===== config.mk =====
export PLATFORM = sky130hd
export DESIGN_NAME = fc_layer_sequencer
export DESIGN_NICKNAME = d
export VERILOG_FILES = /design/src/rtl/fc_layer_sequencer.sv
export SDC_FILE = /design/constraint.sdc
export NUM_CORES = 1
export LEC_CHECK = 0
export ABC_AREA = 1
export CORE_MARGIN = 2
export CORE_UTILIZATION = 45
export CTS_CLUSTER_DIAMETER = 40
export CTS_CLUSTER_SIZE = 40
export DETAILED_ROUTE_END_ITERATION = 10
export GPL_TIMING_DRIVEN = 0
export PLACE_DENSITY = 0.79
export SLEW_MARGIN = 40
export SYNTH_ARGS = -nofsm -noshare
export SYNTH_HDL_FRONTEND = slang
export SYNTH_SLANG_ARGS = --single-unit

===== constraint.sdc =====
create_clock -name clk -period 2.1 [get_ports clk]
set_input_delay 0.42 -clock clk [delete_from_list [all_inputs] [get_ports clk]]
set_output_delay 0.42 -clock clk [all_outputs]
set_load 0.01 [all_outputs]

===== src/rtl/fc_layer_sequencer.sv =====
// fc_layer_sequencer
//   Sequences one fully-connected layer through the 16-lane MAC neuron
//   datapath. Each neuron's IN_LEN inputs are split into CHUNKS = IN_LEN/16
//   chunks. The block issues act/weight/bias RAM reads (read latency 1),
//   accumulates the per-chunk ALU results with 16-bit saturation, and presents
//   one result per neuron on a valid/ready port.
//
//   Optional feature: define RELU_EN to clamp negative results to 0 at the
//   output port. The accumulator itself is not altered.
//
// Ports
//   clk, rst       clock (rising edge) and synchronous active-high reset
//   start          begin a layer; sampled only in IDLE
//   busy           high in every state except IDLE
//   done           one-cycle pulse after the last neuron handshake
//   rd_en          read strobe to the act/weight/bias RAMs
//   act_addr       activation chunk index
//   w_addr         weight address = neuron*CHUNKS + chunk
//   b_addr         bias address = neuron index
//   alu_bias_en    gates the bias into the datapath during the chunk-0 data cycle
//   alu_result     signed datapath result for the chunk read in the previous cycle
//   out_valid      neuron result available
//   out_ready      consumer accepts the result
//   out_data       signed neuron result
//   out_addr       neuron index of out_data
module fc_layer_sequencer #(
    parameter int IN_LEN  = 64,
    parameter int OUT_LEN = 10,
    localparam int CHUNKS = IN_LEN / 16,
    localparam int AAW    = $clog2(CHUNKS),
    localparam int WAW    = $clog2(OUT_LEN * CHUNKS),
    localparam int OAW    = $clog2(OUT_LEN)
) (
    input  logic              clk,
    input  logic              rst,
    input  logic              start,
    output logic              busy,
    output logic              done,
    output logic              rd_en,
    output logic [AAW-1:0]    act_addr,
    output logic [WAW-1:0]    w_addr,
    output logic [OAW-1:0]    b_addr,
    output logic              alu_bias_en,
    input  logic [15:0]       alu_result,
    output logic              out_valid,
    input  logic              out_ready,
    output logic [15:0]       out_data,
    output logic [OAW-1:0]    out_addr
);

    localparam logic [2:0] IDLE = 3'd0;
    localparam logic [2:0] LOAD = 3'd1;
    localparam logic [2:0] LAST = 3'd2;
    localparam logic [2:0] OUT  = 3'd3;
    localparam logic [2:0] DONE = 3'd4;

    logic [2:0]         state;
    logic [OAW-1:0]     neuron;
    logic [AAW-1:0]     chunk;
    logic signed [15:0] acc;
    logic               cap_vld;
    logic               bias_en;
    logic signed [16:0] sum;
    logic signed [15:0] acc_sat;
    logic signed [15:0] res;

    // 17-bit sum; the top two bits disagree only on overflow.
    always_comb begin
        sum = {acc[15], acc} + {alu_result[15], alu_result};
        case (sum[16:15])
            2'b01:   acc_sat = 16'sh7FFF;
            2'b10:   acc_sat = 16'sh8000;
            default: acc_sat = sum[15:0];
        endcase
    end

`ifdef RELU_EN
    always_comb res = acc[15] ? '0 : acc;
`else
    always_comb res = acc;
`endif

    always_ff @(posedge clk) begin
        if (rst) begin
            state   <= IDLE;
            neuron  <= '0;
            chunk   <= '0;
            acc     <= '0;
            cap_vld <= 1'b0;
            bias_en <= 1'b0;
        end else begin
            cap_vld <= rd_en;
            bias_en <= rd_en && (chunk == '0);
            if (cap_vld)
                acc <= acc_sat;
            case (state)
                IDLE: if (start) begin
                    state  <= LOAD;
                    neuron <= '0;
                    chunk  <= '0;
                    acc    <= '0;
                end
                LOAD: if (chunk == AAW'(CHUNKS - 1)) begin
                    chunk <= '0;
                    state <= LAST;
                end else begin
                    chunk <= chunk + 1'b1;
                end
                LAST: state <= OUT;
                OUT: if (out_ready) begin
                    if (neuron == OAW'(OUT_LEN - 1)) begin
                        state <= DONE;
                    end else begin
                        neuron <= neuron + 1'b1;
                        chunk  <= '0;
                        acc    <= '0;
                        state  <= LOAD;
                    end
                end
                DONE:    state <= IDLE;
                default: state <= IDLE;
            endcase
        end
    end

    assign busy        = (state != IDLE);
    assign done        = (state == DONE);
    assign rd_en       = (state == LOAD);
    assign act_addr    = chunk;
    assign w_addr      = WAW'(int'(neuron) * CHUNKS + int'(chunk));
    assign b_addr      = neuron;
    assign alu_bias_en = bias_en;
    assign out_valid   = (state == OUT);
    assign out_data    = out_valid ? res : '0;
    assign out_addr    = out_valid ? neuron : '0;

endmodule


=== Word level (Yosys, flattened, before mapping) ===
Cells that the tools add are included.

* Register bits: 27
* Input bits: 20
* Output and inout port bits: 37
* Logic and storage cells: 53

* Add/subtract/negate cells: 4
* Equal/unequal tests: 12
* Muxes and demuxes: 22
* Reduce and logical (&&, ||, !) cells: 9

{| class="wikitable"
|+ Operators with widths
! kind !! count
|-
| 16-bit 2-to-1 mux || 5
|-
| 16-bit one-hot mux with 2 select lines || 2
|-
| 16-bit by 16-bit adder with 17-bit output || 1
|-
| 4-bit 2-to-1 mux || 4
|-
| 3-bit 2-to-1 mux || 4
|-
| 3-bit one-hot mux with 4 select lines || 1
|-
| 2-bit 2-to-1 mux || 4
|-
| 4-bit one-hot mux with 2 select lines || 1
|-
| 4-bit AND reduction || 2
|-
| 6-bit by 2-bit adder with 6-bit output || 1
|-
| 3-bit by 2-bit == test with 1-bit output, second input constant || 2
|-
| 2-bit one-hot mux with 3 select lines || 1
|-
| 3-bit nonzero test || 2
|-
| 4-bit by 1-bit adder with 4-bit output, second input constant || 1
|-
| 2-bit == test, second input constant || 2
|-
| 4-bit == test, second input constant || 1
|-
| 2-bit by 1-bit inequality test with 1-bit output, second input constant || 2
|-
| 2-bit inequality test, second input constant || 2
|-
| 3-bit by 1-bit == test with 1-bit output, second input constant || 1
|-
| 3-bit == test, second input constant || 1
|-
| 3-bit logical NOT || 1
|-
| 3-bit AND reduction || 1
|-
| 2-bit by 1-bit adder with 2-bit output, second input constant || 1
|-
| 2-bit by 1-bit == test with 1-bit output, second input constant || 1
|-
| 3 further kinds || 3
|}

=== Longest topological paths before layout ===
* Depth after elaboration: 7
* Mapped depth: 14
* Mapped depth without buffers: 14

=== Least setup slack after synthesis ===
OpenSTA, ideal clock, no wires.

* Path kind: input -> register
* From: in alu_result[0]
* To: reg acc[3]
* Arrival: 1,993 ps
* Path slack: -13 ps
* Cell stages on the path: 13
* Path through: ha_1 fa_1 nand2_1 nand2_1 nand3_1 nand2_1 nand2_1 nand2_1 nand2_1 nand2_1 a21oi_2 buf_4 a21oi_1

* Cells in the longest elaborated chain, start to end: 7

{| class="wikitable"
|+ RTL lines
! what !! line !! text
|-
| start: declaration || 44 || <nowiki>input logic [15:0] alu_result,</nowiki>
|-
| 16-bit by 16-bit adder with 17-bit output (*) || 69 || <nowiki>sum = {acc[15], acc} + {alu_result[15], alu_result};</nowiki>
|-
| 2-bit == test or 2-bit by 1-bit == test with 1-bit output (tied branches) || 70 || <nowiki>case (sum[16:15])</nowiki>
|-
| 16-bit one-hot mux with 2 select lines (*) || 70 ||
|-
| 16-bit 2-to-1 mux (*) || 94 || <nowiki>if (cap_vld)</nowiki>
|-
| 16-bit 2-to-1 mux || 111 || <nowiki>if (neuron == OAW'(OUT_LEN - 1)) begin</nowiki>
|-
| 16-bit 2-to-1 mux || 110 || <nowiki>OUT: if (out_ready) begin</nowiki>
|-
| 16-bit one-hot mux with 2 select lines (*) || 96 || <nowiki>case (state)</nowiki>
|-
| end signal: assignment || 95 || <nowiki>acc <= acc_sat;</nowiki>
|-
| end: declaration || 60 || <nowiki>logic signed [15:0] acc;</nowiki>
|}

Mark *: on every way between the ends. The rest lies on a longest branch, timed or not.
A chain may end at the register's enable or synchronous reset.

=== Worst setup path after layout ===
* From: in alu_result[0]
* To: reg acc[14]

The elaborated chain is that of the path after synthesis.

==> reports/qor.yml <==
status: "completed"
grt_max_degree: 15
hp-start: "rst"
layout-drive-gt1-share: 0.2274
synth.avg_cell_area_um2: 6.381
cts_buffers: 3
startpoint: "alu_result[0]"
path_clk_slew_ns: 0.10
ir_worst_vdd_mv: 0.3099
synth_edf_count: 0
drtAntennaViolNets: 0
synthCells: 361
grt.total_usage: 0.2255
grt_util_met2: 0.4396
clockBufferDepth: 2
ys.flop_type: "dfxtp_1"
maxSlewHeadroom: 0.5479
syn_nets: 402
finalHoldViolations: 0
cts_tree: "yes"
fill_cells: 453
die_area_mm2: 0.005707
fin_crit_sh: 0.9746
diodes: 0
globalplace.congestion: 0.8703
crit_type: "in2reg"
required_ns: 2.31
drcViolationCount: 0
rows: 26
setup_viol: 0
num_vias: 2539
dr.pass1.iters: 5
design_area_mm2: 0.003462
seq_power_share: 0.380
clock_latency_ns: 0.29
initial_core_util: 0.4598
cts_sinks: 27
use_met3: 0.03175
multi_input_area_mm2: 0.001758
internal_power_uw: 956.3
syn_to_final_growth_pct: 50.30
wire_per_inst_um: 13.26
fp.dieH_um: 75.55
wl_mm: 6.644
first_iter_violations: 134
antenna_found_initial: 0
combPwrFrac: 0.411
crit_fanout: 4
htree_levels: 1
reg2reg_from: "acc[0]$_SDFF_PP0_"
ys_seq_area_frac: 0.2347
powerDensity_mw_per_mm2: 441.1
p_leak_uw: 0.001845
ys_warn_count: 0
nets: 473
coreArea_mm2: 0.005010
crit_arrival_ns: 2.25
period_minus_slack_ns: 2.047
end_kind: "flop"
grt_first_pass_wirelength_mm: 10.09
worstMarginPinSlew_ns: 0.6782
finalMaxSlewViolations: 0
grt_pass1_vias: 2366
ys_types: 32
switching_share: 0.3737
regArea_um2: 543.0
fmax_mhz: 488.6
yosys_register_bits: 27
async_flop_share: 0
hpwlAfterDp_mm: 4.457
p_clk_frac: 0.209
grt.overflow.total: 0
clockRootBuffer: "clkbuf_8"
cap_violations: 0
hold_ws_ns: 0.4930
skew_ns: 0.006902
io_pins: 57
portBuffers: 55
die_w_um: 75.55
synth_area_mm2: 0.002303
switchingPower_uw: 570.7
min-delay-path-class: "in2reg"
via_per_inst: 5.068
post_dp_cell_area_mm2: 0.002945
startpoint_type: "primary input"
busiest_layer: "met2"
ctsHoldBuffers: 0
grt_use_met1: 0.2569
-- placed cells by master (no fill, tap or decap), types with 2 or more instances in the layout --
cell and count:
a21oi_2 20, o21bai_1 2, nand2_1 79, nor2_1 43, dlygate4sd2_1 7, buf_4 14
inv_2 5, nand3_1 15, nor3_2 2, nor2_2 3, xnor2_1 8, nand3_4 2
clkdlybuf4s50_1 19, a21oi_1 24, nand2_2 18, dfxtp_2 2, clkbuf_8 5, ha_1 5
ha_4 14, o21ai_0 3, dfxtp_1 25, xor2_1 4, clkbuf_1 2, nand2_4 2
nor3_1 7, o21ai_1 3, inv_1 50, dlymetal6s2s_1 29, buf_6 6
-- cells by family after synthesis --
family,Yosys count,synth area share
XOR/XNOR,12,0.04563
flip-flops,27,0.2347
buffers and inverters,68,0.1271
AND/OR/NAND/NOR,177,0.3232
adder cells (fa/ha/maj),21,0.1173
AO/OA/AOI/OAI,56,0.1521
-- state kept, by name (all words and copies together), names as in the netlist --
register / flops
acc: 16
b_addr: 4
state: 3
act_addr: 2
alu_bias_en: 1
cap_vld: 1
-- timing repair --
item	in CTS	in global routing
setup buffers	5	4
endpoints found under the hold margin	0	0
pin swaps	10	11
resized for setup	53	48
setup endpoints to repair	36	34
gates cloned	1	1
-- power groups by stage --
stage,Clock [µW],Sequential (µW),Combinational (µW)
4_1_cts,316,577,580
5_1_grt,343,585,689
3_3_place_gp,0,579,496
6_report,319,581,627
2_1_floorplan,0,578,358
3_5_place_dp,0,581,508
-- routing by layer --
layer,wire (µm),share of wire,up-vias
met3,374,0.056,18
met1,2696,0.41,1160
met4,183,0.028,0
met5,0,0,-
li1,-,-,1273
met2,3391,0.51,88
-- cells in the mapped netlist (all sizes together) (3+ instances only) --
cell type / count / share of area
a21oi: 45 / 0.12
buf: 10 / 0.033
clkbuf: 3 / 0.0049
dfxtp: 27 / 0.23
ha: 20 / 0.11
inv: 55 / 0.090
nand2: 99 / 0.17
nand3: 18 / 0.043
nor2: 46 / 0.076
nor3: 9 / 0.020
o21ai: 6 / 0.013
xnor2: 8 / 0.030
xor2: 4 / 0.015
-- cell type report --
| class | instances | share of cell area |
|---|---|---|
| plain buffers | 13 | 0.03289 |
| clock buffers | 4 | 0.01301 |
| inverters | 55 | 0.05963 |
| multi-input cells | 266 | 0.5078 |
| flip-flops and latches | 27 | 0.1568 |
| well taps | 70 | 0.02530 |
| repair buffers | 66 | 0.2046 |
-- critical path: stages --
cell,delay (ns)
dlygate4sd2_1,0.23
ha_2,0.18
fa_2,0.36
nand2_2,0.09
nand2_2,0.06
nand3_2,0.08
nand2_2,0.07
nand2_2,0.10
nand2_2,0.07
nand2_1,0.09
nand2_2,0.09
nand3_4,0.10
buf_4,0.12
nand2_1,0.04
a21oi_1,0.15
-- stage by stage --
stage	setup WS [ns]	total power, µW	TNS [ns]	cells	util
after floorplan	0.006765	935.8	0	361	-
after global placement	-0.6641	1075	-9.565	486	0.5879
after detailed placement	-0.6975	1089	-9.921	486	0.5879
after CTS	0.006096	1473	0	496	0.6551
after global routing	-0.04093	1617	-0.1666	501	0.6911
final	0.05326	1527	0	501	0.6911
-- final timing paths --
path / cells after the start / slack [ns] / to
setup reg to reg: 14 / 0.08 / acc[14]$_SDFF_PP0_
hold reg to reg: 2 / 0.53 / act_addr[1]$_SDFFE_PP0P_
setup / recovery: 15 / 0.05 / acc[14]$_SDFF_PP0_
hold / removal: 2 / 0.49 / state[0]$_SDFFE_PP0P_
(Power assumes the default switching activity.)
==> variant 1, RTL diff (same settings) <==
Reset style: asynchronous (`rst`), changed in one clocked block. Comments in the files are not updated.
--- a/src/rtl/fc_layer_sequencer.sv
+++ b/src/rtl/fc_layer_sequencer.sv
@@ -81,5 +81,5 @@
 `endif
 
-    always_ff @(posedge clk) begin
+    always_ff @(posedge clk or posedge rst) begin
         if (rst) begin
             state   <= IDLE;
Function: differs if rst is asserted again (counterexample within 4 cycles, from zero or initial values and one cycle with rst high); with rst held inactive, the same outputs for 10 cycles.
==> variant 1 against the original RTL <==
- the flow now finishes with violations (negative setup slack)
- via count increased by 12%
- critical path depth unchanged
- design area increased by 12%
- setup slack got worse by 0.28 ns
- synthesized area increased by 6.0%
- sequential cell count unchanged
- die area increased by 5.7%
- synthesized cell count decreased by 1.1%
- wire length increased by 37%
Power is left out: it rests on default switching activity, and per cell area and clock period it moved more than threefold.
==> variant 1: results (changes against the original RTL) <==
Placed Cells=483 (was 486); Yosys warnings=0 (unchanged); share of cells above drive strength 1=38.2% (was 22.7%); first-pass GRT wire length=12200 um (was 10100 um); Detail Route met3 WL=718 um (was 374 um); ranking of synthesized cells by area=dfrtp_1 28%, nand2_1 13%, ha_1 10% (was dfxtp_1 23%, nand2_1 16%, ha_1 11%); nets=490 (was 473); GRT Overall Usage=24.8% (was 22.5%); syn_nets=398 (was 402); # hold bufs at CTS=0 (unchanged); max FFs per register=16 (unchanged); largest net degree at the start of global routing=28 (was 15); failing checks=negative setup slack; HP Class=in -> async (was in -> reg); initial DRC count=246 (was 134); Routed WL=9090 um (was 6640 um); setup TNS=-1.53 ns (was 0 ns); Adder-Cell Fraction of Synth Area=11.1% (was 11.7%); Synth Area per Inst=6.84 sq um (was 6.38 sq um); fraction of registers with async set/reset=100% (was 0%); outcome=finished, violations left (was completed); Port Buffer Count=56 (was 55); CP Max Fanout=5 (was 4); Vias=2839 (was 2539); Post-synth top cells=87 x nand2_1, 56 x inv_1, 46 x nor2_1, 27 x dfrtp_1, 23 x a21oi_1 (was 96 x nand2_1, 51 x inv_1, 45 x nor2_1, 30 x a21oi_1, 27 x dfxtp_1); Worst Path Arrival=2.53 ns (was 2.25 ns); Post-Synth XOR/XNOR Area=4.30% (was 4.56%); HPWL Detailed=4740 um (was 4460 um); Root Driver=clkbuf_8 (unchanged); pre-CTS WS=-0.746 ns (was -0.698 ns); metal2 WL=4560 um (was 3390 um); Filler cells=354 (was 453); worst clock skew=0.00173 ns (was 0.00690 ns); worst slew pin tran=0.797 ns (was 0.678 ns); Synth cell types=33 (was 32); # setup viols final=15 (was 0); fin worst setup slack=-0.225 ns (was 0.0533 ns); mux cell area share after synthesis=0% (unchanged); RePlAce Congestion=0.920 (was 0.870); post-synthesis compound-gate area fraction=13.8% (was 15.2%); Metal-1 WL=3450 um (was 2700 um); vias in the first global route=2644 (was 2366); initial antenna violation count=0 (unchanged); Top Metal Used=met4 (unchanged); post-synthesis sequential area ratio=27.7% (was 23.5%); wire per inst=17.6 um (was 13.3 um); Worst-Skew Late Latency=0.29 ns (about the same)
[variant 1: cell types whose count changed after synthesis, moves of 4 or more]
cell | before | now
dfrtp_1 | 0 | 27
dfxtp_1 | 27 | 0
nand2_1 | 96 | 87
a21oi_1 | 30 | 23
nor3_1 | 9 | 3
inv_1 | 51 | 56
nand2_2 | 1 | 5
[variant 1: final cells by class]
cell class	count	share of cell area, %
clock inverters	1	0.194
repair buffers	88	20.6
clock buffers	3	1.07
flip-flops and latches	27	17.5
plain buffers	11	2.46
multi-input cells	258	49.9
inverters	60	6.03
well taps	70	2.27
[variant 1: cells by family (layout without fill, tap and decap cells)]
logic type | count (synthesis) | in the layout
AO/OA/AOI/OAI | 52 | 52
XOR/XNOR | 12 | 12
adder cells (fa/ha/maj) | 21 | 21
buffers and inverters | 72 | 163
flip-flops | 27 | 27
AND/OR/NAND/NOR | 173 | 173
[variant 1: final timing paths]
check | startpoint | end | cells after the start
worst max-delay path | acc[0] | acc[10] | 15
worst min-delay path | rst | act_addr[1] | 2
worst max register to register | acc[0] | acc[10] | 15
worst min register to register | act_addr[0] | act_addr[0] | 1
max in group asynchronous | rst | acc[6] | 2
min in group clk | act_addr[0] | act_addr[0] | 1
[variant 1: critical path, cell delays in order, from the launching register on]
cell and delay (ns):
dfrtp_1 0.44, ha_4 0.18, fa_2 0.34, nand2_2 0.08
nand2_2 0.06, nand3_2 0.08, nand2_2 0.09, nand2_4 0.11
nand2_4 0.06, nand2_1 0.11, nand2_2 0.11, nand3_4 0.12
buf_12 0.13, buf_16 0.13, nand2_2 0.05, nor2_1 0.15
[variant 1: timing repair]
item                       CTS  global route
cloned                       1             1
resized for setup           79           111
setup endpoints to repair   37            37
setup buffers               18            13
pin swaps                   23            29
hold endpoints to repair     0             0
[variant 1: metal layers]
layer / up-vias / GRT usage (%)
met5: - / 0
met4: 0 / 6.25
met3: 42 / 3.02
met2: 181 / 42.5
met1: 1328 / 33.0
li1: 1288 / -
[variant 1: through the flow]
stage / hold WS (ns) / area, sq um
after global placement: 0.534 / 3090
after CTS: 0.550 / 3530
after floorplan: 0.473 / 2440
final: 0.512 / 3860
after global routing: 0.553 / 3860
after detailed placement: 0.548 / 3090
==> variant 2, RTL diff (same settings) <==
Without the edit above. Set the parameter `IN_LEN` to 128 (it was 64).
--- a/src/rtl/fc_layer_sequencer.sv
+++ b/src/rtl/fc_layer_sequencer.sv
@@ -25,5 +25,5 @@
 //   out_addr       neuron index of out_data
 module fc_layer_sequencer #(
-    parameter int IN_LEN  = 64,
+    parameter int IN_LEN  = 128,
     parameter int OUT_LEN = 10,
     localparam int CHUNKS = IN_LEN / 16,
Interface: changed (resized act_addr and w_addr); port bits go from 57 to 59. No check against the original RTL was run, so the function may have changed too.
==> variant 2 against the original RTL <==
- sequential cell count rose by 1
- count of clock-buffer cells in the layout fell by 1
- sequential power rose by 2%
- setup slack got worse by 0.029 ns
- largest cell class unchanged
- design area barely moved
- combinational power rose by 3%
- non-clock buffer count did not move
- synthesized area rose by 2.4%
- power rose by 11%
- cell count rose by 0.40%
- maximum frequency fell by 1.4%
- wire length fell by 1.9%
==> variant 2: results (changes against the original RTL) <==
outcome=completed (unchanged); post-synthesis sequential area ratio=23.8% (was 23.5%); fraction of registers with async set/reset=0% (unchanged); final hold slack=0.488 ns (was 0.493 ns); Cells after Synth=364 (was 361); largest register by flop count=acc (unchanged); Worst-Skew Late Latency=0.29 ns (about the same); wire per inst=13.0 um (was 13.3 um); drt via density=4.95 (was 5.07); worst clock skew=0.0102 ns (was 0.00690 ns); cts repair resizes=83 (was 53); vias in the first global route=2407 (was 2366); Leak=1.58 nW (was 1.85 nW); worst hold start=act_addr[2] (was rst); worst IR drop on VDD=0.403 mV (was 0.310 mV); RePlAce Congestion=0.913 (was 0.870); cts bufs inserted=3 (unchanged); Primary FF master, synth=dfxtp_1 (unchanged); nets=476 (was 473); Initial DRT Pass Iterations=4 (was 5); Hold Crit Depth=1 (was 2); total gr overflow=0 (unchanged); fin worst setup slack=0.0245 ns (was 0.0533 ns); Post-synth top cells=100 x nand2_1, 51 x inv_1, 42 x nor2_1, 28 x dfxtp_1, 25 x a21oi_1 (was 96 x nand2_1, 51 x inv_1, 45 x nor2_1, 30 x a21oi_1, 27 x dfxtp_1); syn_nets=406 (was 402); Routed WL=6520 um (was 6640 um); H-Tree Depth=1 (unchanged); share of cells above drive strength 1=22.4% (was 22.7%); HP Class=reg -> reg (was in -> reg); post-CTS setup buffer count=5 (unchanged); Yosys warnings=0 (unchanged); max FFs per register=16 (unchanged); initial antenna violation count=0 (unchanged); Clock Tree Buf Depth=2 (unchanged); CP Max Fanout=5 (was 4); number of diodes=0 (unchanged); worst r2r path cells=14 (unchanged); largest net degree at the start of global routing=17 (was 15); Port Buffer Count=57 (was 55); crit path to=acc[0] (was acc[14]); Placed Cells=491 (was 486); Root Driver=clkbuf_8 (unchanged); reg-to-reg critical path startpoint=acc[0] (unchanged); initial DRC count=178 (was 134); Synth cell types=34 (was 32); Crit Path Class=reg -> reg (was in -> reg); Worst Path Arrival=2.25 ns (about the same); pre-CTS WS=-0.729 ns (was -0.698 ns); DP Area=0.00302 sq mm (was 0.00295 sq mm); worst slew pin tran=0.766 ns (was 0.678 ns); first-pass GRT wire length=10700 um (was 10100 um); WHS Endpoint=alu_bias_en (was state[0]); CTS clk-pin slew, worst paths=~0.11 ns; HPWL Detailed=4560 um (was 4460 um); ranking of synthesized cells by area=dfxtp_1 24%, nand2_1 16%, ha_1 11% (was dfxtp_1 23%, nand2_1 16%, ha_1 11%); GRT Overall Usage=22.2% (was 22.5%)
==> variant 2: changes by cell type in the layout (fill, tap and decap cells not counted), moves of 3 or more <==
cell,change
nand2_2,-3
nor3_1,-3
nor2_1,-3
nand3_1,-5
nand2_1,+7
dlygate4sd2_1,+25
a21oi_2,+3
buf_6,-4
a21oi_1,-5
a31oi_1,+3
dlymetal6s2s_1,-25
o21ai_0,+4
==> variant 2: cells by family after synthesis <==
family          after synthesis  share of synthesized area (%)
xor+xnor                     11                           4.08
fa+ha+maj                    22                           12.0
simple gates                175                           31.3
compound gates               60                           16.5
buf+inv                      68                           12.4
flops                        28                           23.8
==> variant 2: worst max-delay path, cell delays in order, from the launching register on <==
cell and delay [ns]:
dfxtp_2 0.36, ha_4 0.16, fa_2 0.34, nand2_2 0.12
nand2_4 0.07, nand3_2 0.07, nand2_2 0.07, nand2_2 0.08
nand2_2 0.06, nand2_2 0.06, nand2_2 0.07, a21oi_4 0.20
buf_12 0.13, buf_8 0.12, a21oi_2 0.05
==> variant 2: final cells by class <==
| class | instances | area [sq um] |
|---|---|---|
| Buffer | 14 | 105 |
| Clock buffer | 3 | 41.3 |
| Clock inverter | 1 | 30.0 |
| Fill cell | 447 | 1610 |
| Inverter | 54 | 203 |
| Multi-Input combinational cell | 268 | 1800 |
| Sequential cell | 28 | 562 |
| Tap cell | 70 | 87.6 |
| Timing Repair Buffer | 65 | 632 |
==> variant 2: per-layer routing <==
layer | GRT usage, % | share of wire, % | up-vias
met5 | 0 | 0 | -
met4 | 8.18 | 1.3 | 0
met3 | 3.20 | 5.7 | 8
met2 | 37.5 | 47 | 79
met1 | 28.7 | 46 | 1120
li1 | - | - | 1285
==> variant 2: power breakdown <==
group / internal, mW / switching (mW)
logic: 0.279 / 0.364
clock network: 0.256 / 0.202
registers: 0.562 / 0.0289
